==> config.mk <==
export PLATFORM = sky130hd
export DESIGN_NAME = uart_tx_fifo
export DESIGN_NICKNAME = d
export VERILOG_FILES = /design/src/rtl/uart_tx_fifo.sv
export SDC_FILE = /design/constraint.sdc
export NUM_CORES = 1
export LEC_CHECK = 0
export ABC_AREA = 1
export BUFFER_PORTS_ARGS = -buffer_cell sky130_fd_sc_hd__buf_4
export CORE_MARGIN = 3
export CORE_UTILIZATION = 50
export DETAILED_ROUTE_END_ITERATION = 12
export HOLD_SLACK_MARGIN = 0.08
export PLACE_DENSITY = 0.68
export SKIP_LAST_GASP = 1
export SYNTH_ARGS = -nofsm -noshare
export SYNTH_HDL_FRONTEND = slang
export SYNTH_SLANG_ARGS = --single-unit
==> constraint.sdc <==
create_clock -name txclk -period 2.5 [get_ports txclk]
set_clock_uncertainty 0.05 [all_clocks]
set_input_delay 0.625 -clock txclk [delete_from_list [all_inputs] [get_ports txclk]]
set_output_delay 0.625 -clock txclk [all_outputs]
set_load 0.02 [all_outputs]
==> src/rtl/uart_tx_fifo.sv <==
// uart_tx_fifo: transmit buffer and frame scheduler feeding the UART TX path.
// Stores 9-bit host words in a DEPTH-entry circular FIFO. It launches one word per
// frame by pulsing tx_enable/tx_load, and holds tx_data until the next launch.
// Optional feature macro: UART_TX_FIFO_OVF_EN adds the sticky overflow flag
// and the ovf_clr input. Without the macro, overflow is tied low.
module uart_tx_fifo #(
    parameter int unsigned DEPTH        = 8,
    parameter int unsigned AW           = 3,
    parameter int unsigned FRAME_CYCLES = 14
) (
    input  logic          txclk,
    input  logic          reset_n,
    input  logic          wr_valid,
    input  logic [8:0]    wr_data,
    output logic          wr_ready,
    input  logic          flush,
`ifdef UART_TX_FIFO_OVF_EN
    input  logic          ovf_clr,
`endif
    output logic          tx_enable,
    output logic          tx_load,
    output logic [8:0]    tx_data,
    output logic [AW:0]   fifo_count,
    output logic          busy,
    output logic          overflow
);

    localparam int unsigned CW = $clog2(FRAME_CYCLES);
    localparam int unsigned DW = 9;

    localparam logic [1:0] ST_IDLE = 2'd0;
    localparam logic [1:0] ST_SEND = 2'd1;
    localparam logic [1:0] ST_WAIT = 2'd2;

    logic [DW-1:0] mem_q [DEPTH];
    logic [AW-1:0] wr_ptr_q, wr_ptr_d;
    logic [AW-1:0] rd_ptr_q, rd_ptr_d;
    logic [AW:0]   count_q, count_d;
    logic [1:0]    state_q, state_d;
    logic [CW-1:0] cnt_q, cnt_d;
    logic          tx_en_q, tx_en_d;
    logic [DW-1:0] tx_data_q, tx_data_d;
    logic          push_c;
    logic          pop_c;
    logic          full_c;
    logic          empty_c;

    assign full_c     = (count_q == (AW+1)'(DEPTH));
    assign empty_c    = (count_q == '0);
    assign wr_ready   = !full_c;
    assign fifo_count = count_q;
    assign busy       = (state_q != ST_IDLE);
    assign tx_enable  = tx_en_q;
    assign tx_load    = tx_en_q;
    assign tx_data    = tx_data_q;

    // Write acceptance: flush discards any write in the same cycle.
    assign push_c = wr_valid && !full_c && !flush;

    // Launch scheduler: pop/pulse decisions and frame down-counter.
    always_comb begin
        state_d   = state_q;
        cnt_d     = cnt_q;
        tx_en_d   = 1'b0;
        tx_data_d = tx_data_q;
        pop_c     = 1'b0;
        case (state_q)
            ST_IDLE: begin
                if (!flush && !empty_c) begin
                    pop_c     = 1'b1;
                    tx_en_d   = 1'b1;
                    tx_data_d = mem_q[rd_ptr_q];
                    state_d   = ST_SEND;
                end
            end
            ST_SEND: begin
                cnt_d   = CW'(FRAME_CYCLES - 2);
                state_d = ST_WAIT;
            end
            ST_WAIT: begin
                if (cnt_q != '0) begin
                    cnt_d = cnt_q - CW'(1);
                end else if (!flush && !empty_c) begin
                    pop_c     = 1'b1;
                    tx_en_d   = 1'b1;
                    tx_data_d = mem_q[rd_ptr_q];
                    state_d   = ST_SEND;
                end else begin
                    state_d = ST_IDLE;
                end
            end
            default: begin
                state_d = ST_IDLE;
            end
        endcase
    end

    // FIFO pointer and occupancy update; flush clears everything.
    always_comb begin
        wr_ptr_d = wr_ptr_q;
        rd_ptr_d = rd_ptr_q;
        count_d  = count_q;
        if (flush) begin
            wr_ptr_d = '0;
            rd_ptr_d = '0;
            count_d  = '0;
        end else begin
            if (push_c) begin
                wr_ptr_d = wr_ptr_q + AW'(1);
            end
            if (pop_c) begin
                rd_ptr_d = rd_ptr_q + AW'(1);
            end
            if (push_c && !pop_c) begin
                count_d = count_q + (AW+1)'(1);
            end else if (pop_c && !push_c) begin
                count_d = count_q - (AW+1)'(1);
            end
        end
    end

    // Storage array; contents need no reset since the count gates every read.
    always_ff @(posedge txclk) begin
        if (push_c) begin
            mem_q[wr_ptr_q] <= wr_data;
        end
    end

    // State, pointer and output registers.
    always_ff @(posedge txclk or negedge reset_n) begin
        if (!reset_n) begin
            state_q   <= ST_IDLE;
            cnt_q     <= '0;
            tx_en_q   <= 1'b0;
            tx_data_q <= '0;
            wr_ptr_q  <= '0;
            rd_ptr_q  <= '0;
            count_q   <= '0;
        end else begin
            state_q   <= state_d;
            cnt_q     <= cnt_d;
            tx_en_q   <= tx_en_d;
            tx_data_q <= tx_data_d;
            wr_ptr_q  <= wr_ptr_d;
            rd_ptr_q  <= rd_ptr_d;
            count_q   <= count_d;
        end
    end

`ifdef UART_TX_FIFO_OVF_EN
    logic ovf_q, ovf_d;

    // Sticky overflow: a dropped write sets it, and set wins over clear.
    always_comb begin
        ovf_d = ovf_q;
        if (ovf_clr) begin
            ovf_d = 1'b0;
        end
        if (wr_valid && full_c && !flush) begin
            ovf_d = 1'b1;
        end
    end

    // Overflow flag register.
    always_ff @(posedge txclk or negedge reset_n) begin
        if (!reset_n) begin
            ovf_q <= 1'b0;
        end else begin
            ovf_q <= ovf_d;
        end
    end

    assign overflow = ovf_q;
`else
    assign overflow = 1'b0;
`endif

endmodule

After elaboration in Yosys (flattened, before gate mapping)
Memory sizes are Yosys's and may differ from the RTL's.
Index checks and enable logic that the tools add are counted.
{"block": "word_totals", "reg_bits": 26, "mem_bits_rw": 72, "inputBits": 13, "out_inout_bits": 18, "wordCells": 62, "n_memories": 1}
{"block": "op_classes", "add_sub_neg": 5, "n_eq_ne": 6, "mux": 21, "reduce_logical": 22}
{"name": "mem_q", "depth": 8, "word_bits": 9, "read_ports": 1, "rd_ports_with_merged_regs": 0, "wr": 1, "line": "35", "source": "logic [DW-1:0] mem_q [DEPTH];"}
{"cell": "9-bit 2-to-1 mux", "n": 2}
{"cell": "9-bit one-hot mux with 2 select lines", "n": 1}
{"cell": "4-bit 2-to-1 mux", "n": 4}
{"cell": "3-bit 2-to-1 mux", "n": 4}
{"cell": "2-bit nonzero test", "n": 5}
{"cell": "4-bit one-hot mux with 2 select lines", "n": 1}
{"cell": "4-bit by 1-bit subtractor with 4-bit output, second input constant", "n": 2}
{"cell": "3-bit by 1-bit adder with 3-bit output, second input constant", "n": 2}
{"cell": "2-bit != test, second input constant", "n": 3}
{"cell": "2-bit one-hot mux with 3 select lines", "n": 1}
{"cell": "2-bit AND reduction", "n": 3}
{"cell": "1-bit logical AND", "n": 5}
{"cell": "1-bit logical NOT", "n": 5}
{"cell": "1-bit 2-to-1 mux", "n": 5}
{"cell": "4-bit by 1-bit adder with 4-bit output, second input constant", "n": 1}
{"cell": "4-bit == test, second input constant", "n": 1}
{"cell": "4-bit logical NOT", "n": 1}
{"cell": "2-bit 2-to-1 mux", "n": 2}
{"cell": "4-bit nonzero test", "n": 1}
{"cell": "3-bit nonzero test", "n": 1}
{"cell": "2-bit by 1-bit == test with 1-bit output, second input constant", "n": 1}
{"cell": "2-bit == test, second input constant", "n": 1}
{"cell": "2-bit logical NOT", "n": 1}
{"cell": "1-bit one-hot mux with 2 select lines", "n": 1}

Depth between registers and ports, before layout
{"block": "depth", "ltp_word": 10, "depth_mapped": 16, "depth_no_buf": 16}

Worst setup path before layout
No wires, ideal clock.
{"block": "synth_path", "kind": "reg-to-reg", "start": "reg count_q[3] (netlist: fifo_count[3])", "end": "reg count_q[3] (netlist: fifo_count[3])", "setup_ps": 117, "arrival_ps": 1930, "required_ps": 2333, "slack_ps": 404, "stages_incl_launch_ff": 16, "path_buffers": 0, "synth_period_minus_slack_ps": 2096, "path_cell_list": "dfrtp_1 > inv_1 > nor2_2 > nand2_2 > nand2_2 > nor2_4 > nand2_2 > ha_1 > a21oi_1 > nand3_1 > nand2_1 > inv_1 > nand2_1 > nand2_1 > nand2_1 > nand2_1"}
{"block": "synth_via", "elab_cells_between_ends": 20, "classes_between": "2 x add/sub; 1 x eq/ne; 6 x mux; 11 x reduce/logical"}
{"element": "start, declared", "line": "38", "source": "logic [AW:0] count_q, count_d;"}
{"element": "start signal, assigned", "line": "146", "source": "count_q <= count_d;"}
{"element": "4-bit == test *", "line": "48", "source": "assign full_c = (count_q == (AW+1)'(DEPTH));"}
{"element": "1-bit logical NOT *"}
{"element": "via wr_ready", "line": "15", "source": "output logic wr_ready,"}
{"element": "1-bit logical AND * (2 in a row)", "line": "58", "source": "assign push_c = wr_valid && !full_c && !flush;"}
{"element": "1-bit logical AND / 1-bit logical NOT (equally long branches)", "line": "114, 116"}
{"element": "4-bit 2-to-1 mux / 1-bit logical AND (equally long branches)", "line": "114, 116"}
{"element": "4-bit 2-to-1 mux / 3-bit nonzero test (equally long branches)"}
The timed path passes the listed nets; every way through them passes the cells marked *. The select of a mux whose other input is x is not followed.
A chain may end at the register's enable or synchronous reset.

Worst setup path in the final report
{"block": "layout_path", "start": "reg count_q[3] (netlist: fifo_count[3])", "end": "reg count_q[3] (netlist: fifo_count[3])"}
{"block": "layout_via", "elab_chain_cells": 10, "elab_cells_between_ends": 20, "classes_between": "2 x add/sub; 1 x eq/ne; 6 x mux; 11 x reduce/logical"}
{"element": "4-bit logical NOT", "line": "49", "source": "assign empty_c = (count_q == '0);"}
{"element": "1-bit logical NOT", "line": "69, 83"}
{"element": "1-bit logical AND", "line": "69, 83"}
{"element": "1-bit 2-to-1 mux", "line": "69, 83"}
{"element": "1-bit 2-to-1 mux", "line": "81", "source": "if (cnt_q != '0) begin"}
{"element": "1-bit one-hot mux with 2 select lines", "line": "67", "source": "case (state_q)"}
{"element": "1-bit logical NOT", "line": "114", "source": "if (push_c && !pop_c) begin"}
{"element": "1-bit logical AND", "line": "114"}
{"element": "4-bit 2-to-1 mux", "line": "114"}
{"element": "4-bit 2-to-1 mux", "line": "103", "source": "if (flush) begin"}
Parallel ways exist; a longest one is shown, timed or not. The select of a mux whose other input is x is not followed.

==> results.md <==
Outcome:
- The flow ran to the end, and the final reports show no timing, DRC or antenna violations.

Synth:
- Counting flops with an async set or reset pin after synthesis yields a share of a little over a quarter.
- After synthesis the netlist holds a flip-flop and latch count of 98.
- The synthesized netlist cell count is approximately 360.
- Summing the sequential cell areas from Yosys gives about two thirds of the chip area.
- Yosys mapped the design onto 29 distinct sky130hd cell types.
- Counting every net in the synthesized netlist gives roughly 380.
- In this run, synthesis inferred 72 flip-flops with an integrated enable.
- In this run the cell area of the synthesized design comes to around 4100 um2.
- The synthesized design devotes to its leading area cell type a little over half of total area.
- Yosys attributes the largest share of cell area to sky130_fd_sc_hd__edfxtp_1 52%, sky130_fd_sc_hd__dfrtp_1 16%, sky130_fd_sc_hd__nor2_1 6.4%.
- Yosys printed 0 warnings.
- After synthesis, the mean cell area works out to 11.4 um2.
- In the synthesized netlist the dominant register cell turns out to be sky130_fd_sc_hd__edfxtp_1.
- The largest area contributor in the netlist is sky130_fd_sc_hd__edfxtp_1.

Setup path:
- The required time at the endpoint of the critical path is about 2.7 ns.
- The startpoint kind of the worst setup timing path is a flip-flop.
- For the worst flop-to-flop path, the logic depth is 15.
- The element type at the critical path end is a flip-flop.
- The critical path class is reg2reg.
- The largest fanout on the critical path is 6.
- STA puts the critical path data arrival time at between 2 and 2.5 ns.

Place:
- After detailed placement, the total cell area comes to ~4500 um2.
- After legalization and detailed placement, the total HPWL measured approximately 5000 um.
- Before CTS, the worst setup slack after placement is roughly 0.33 ns.
- In this run the tool buffered the top-level ports with 29 buffer cells.
- In this run, placement finished with an instance count of approximately 490.
- The final weighted congestion of routability-driven global placement is around 0.81.

Power and ir drop:
- The share of total power dissipated in sequential elements is around 45%.
- The sum of internal, switching and leakage power is approximately 4.7 mW.
- In this run, the clock network consumes between 20% and 30% of the power.
- The switching part of the total power is about 36%.
- Internal power comes to around 3.0 mW.
- The standby leakage power is around 1.8 nW.
- The switching power total is between 1.5 and 2 mW.
- In this run the power density over the cells is 1000 nW/um2.
- The worst voltage drop across the vdd grid is slightly below 0.0004 V.
- The part of the power in combinational logic is about a third.

Timing:
- The number of pins exceeding their max-slew limit in the final report is 0.
- After routing, the total negative slack on setup checks comes to 0 ns.
- Hold is met by ~0.11 ns.
- Setup repair after global routing left no endpoint under its margin.
- Based on the critical path, the design can be clocked at up to between 400 and 500 MHz.
- In this run the tightest slew margin relative to its limit is between 50 and 60%.
- Setup violations remaining at the end of the flow were counted as 0.
- The worst path uses roughly 85% of the clock period.
- The routed design could run at a clock period as short as ~2.1 ns.
- The setup slack of the critical path after layout is around 0.38 ns.
- For the pin with the worst max-slew slack, the measured transition is ~0.63 ns.
- The count of endpoints failing hold in the final timing report is 0.

Floorplanning:
- The die covers around 9400 um2.
- The core region is a little under 8000 um2.
- The die span in y is between 90 and 100 um.
- The effective utilization at floorplan is between 50% and 60%.
- The number of I/O pins is 31.
- The horizontal die dimension is 97.1 um.
- The floorplan has 32 rows.

Cells and area:
- Once layout is done, the placed cells without fillers occupy 4660 um2.
- In the layout the commonest cells are 72 x sky130_fd_sc_hd__edfxtp_1, 71 x sky130_fd_sc_hd__nor2_1, 49 x sky130_fd_sc_hd__nand2_1.
- The leading cell type in the layout, fill and taps excluded is sky130_fd_sc_hd__edfxtp_1.
- The proportion of layout cells with a drive suffix above 1 is about 18%.
- The post-layout net count is about 420.
- The final antenna diode count is 0.
- The final non-filler cell total is roughly 510.
- Cells fill roughly three fifths of the core in the end.
- Compared with the post-synthesis result, the final layout area differs by 12.5%.

GRT:
- The global-route wire length before repair is approximately 13,000 um.
- The number of global-route vias before repair was about 2,500.
- Entering global routing, the biggest net connects 39 pins.
- The initial antenna violation count is 0.
- After global routing the overflow that remains totals 0.
- Global routing consumed, over all layers together, 18.1% of the routing resources.

Routing:
- In the final routed layout, each cell accounts on average for ~16 um.
- The via count is 2,676.
- The post-detailed-routing wire length is about 8000 um.
- The detail route stage leaves a number of antenna-violating nets equal to 0.
- The first TritonRoute pass finished after 4 iterations.
- The DRC violation count after routing is 0.
- The detail-routed via count per cell is approximately 5.3.
- In this run, the number of DRC markers left after iteration 0 of detailed routing was 229.

CTS:
- The number of clock sinks is 98.
- Clock-pin slew was measured on the worst setup and hold paths at roughly 0.10 ns.
- The clock passes through at most 2 buffers.
- For this design, the CTS-stage hold fixing added 0 buffers.
- Once the clock tree was built, the setup fixing pass inserted 0 buffers.
- The number of clock buffers added by TritonCTS is 9.
- TritonCTS built the clock tree.
- The H-tree was split into 3 levels.
- The number of gates resized after CTS was 0.
- The CTS root buffer is sky130_fd_sc_hd__clkbuf_8.
- The clock latency on the worst-skew pair is around 0.36 ns.

Worst hold path:
- The class of the worst hold path is in2async.

Run:
- The tool flagged a number of max-cap violations equal to 0.
## sequential cells by signal (all words and copies together) (netlist names)
| signal | flops |
|---|---|
| tx_enable | 1 |
| fifo_count | 4 |
| rd_ptr_q | 3 |
| wr_ptr_q | 3 |
| mem_q | 72 |
| cnt_q | 4 |
| state_q | 2 |
| tx_data | 9 |
## synth_stat cells (2+ instances only)
| cell type | count |
|---|---|
| sky130_fd_sc_hd__clkbuf_1 | 2 |
| sky130_fd_sc_hd__o21ai_0 | 44 |
| sky130_fd_sc_hd__edfxtp_1 | 72 |
| sky130_fd_sc_hd__ha_1 | 6 |
| sky130_fd_sc_hd__buf_4 | 5 |
| sky130_fd_sc_hd__a21oi_1 | 5 |
| sky130_fd_sc_hd__nand2_2 | 7 |
| sky130_fd_sc_hd__nand3_1 | 14 |
| sky130_fd_sc_hd__dfrtp_1 | 26 |
| sky130_fd_sc_hd__nor2_4 | 2 |
| sky130_fd_sc_hd__nor2_2 | 3 |
| sky130_fd_sc_hd__nor2_1 | 71 |
| sky130_fd_sc_hd__nand2_1 | 49 |
| sky130_fd_sc_hd__buf_2 | 7 |
| sky130_fd_sc_hd__o211ai_1 | 18 |
| sky130_fd_sc_hd__buf_6 | 3 |
| sky130_fd_sc_hd__inv_1 | 18 |
## worst max-delay path: stages (launching register included)
cell,delay [ns]
sky130_fd_sc_hd__dfrtp_1,0.44
sky130_fd_sc_hd__inv_1,0.11
sky130_fd_sc_hd__nor2_2,0.04
sky130_fd_sc_hd__nand2_2,0.10
sky130_fd_sc_hd__nand2_2,0.08
sky130_fd_sc_hd__nor2_4,0.16
sky130_fd_sc_hd__nand2_2,0.10
sky130_fd_sc_hd__ha_1,0.33
sky130_fd_sc_hd__a21oi_1,0.20
sky130_fd_sc_hd__nand3_1,0.09
sky130_fd_sc_hd__nand2_1,0.09
sky130_fd_sc_hd__inv_1,0.04
sky130_fd_sc_hd__nand2_1,0.05
sky130_fd_sc_hd__nand2_1,0.05
sky130_fd_sc_hd__nand2_1,0.05
sky130_fd_sc_hd__nand2_1,0.05
## metal layers
metal  up-vias  GRT usage [%]  share of wire (%)
li1       1320              -                  -
met3        10           3.09                6.2
met4         0           7.78                1.2
met2        80           28.1                 48
met1      1266           25.3                 45
met5         -              0                  0
## area by class of cell
type,instances,area (um2)
Sequential cell,98,2810
Clock buffer,9,124
Clock inverter,7,77.6
Fill cell,651,3220
Timing Repair Buffer,41,308
Tap cell,102,128
Multi-Input combinational cell,229,1140
Inverter,19,71.3
## worst paths after layout
kind	end	start	slack, ns
min reg2reg	tx_data[7]	tx_data[7]	0.44
min	tx_data[6]	reset_n	0.11
min in group txclk	mem_q[6][6]	wr_data[6]	0.43
max in group asynchronous	wr_ptr_q[2]	reset_n	2.02
max reg2reg	fifo_count[3]	fifo_count[3]	0.38
max	fifo_count[3]	fifo_count[3]	0.38
## kinds of logic (layout without fill, tap and decap cells)
kind of cell / after synthesis / in the layout / synth area share, %
XOR/XNOR: 1 / 1 / 0.211
buffers and inverters: 37 / 76 / 4.56
AND/OR/NAND/NOR: 149 / 149 / 15.2
other: 1 / 1 / 0.0905
AO/OA/AOI/OAI: 71 / 71 / 9.84
adder cells (fa/ha/maj): 7 / 7 / 2.29
flip-flops: 98 / 98 / 67.9
## power by group through the flow
stage	sequential, mW	clock, mW	combinational (mW)
final	2.08	1.02	1.56
after CTS	2.08	1.04	1.58
after global routing	2.11	1.11	1.76
after detailed placement	2.12	0	1.57
after floorplan	2.22	0	1.01
after global placement	2.11	0	1.53
No activity file was read; power rests on OpenSTA's default activity.
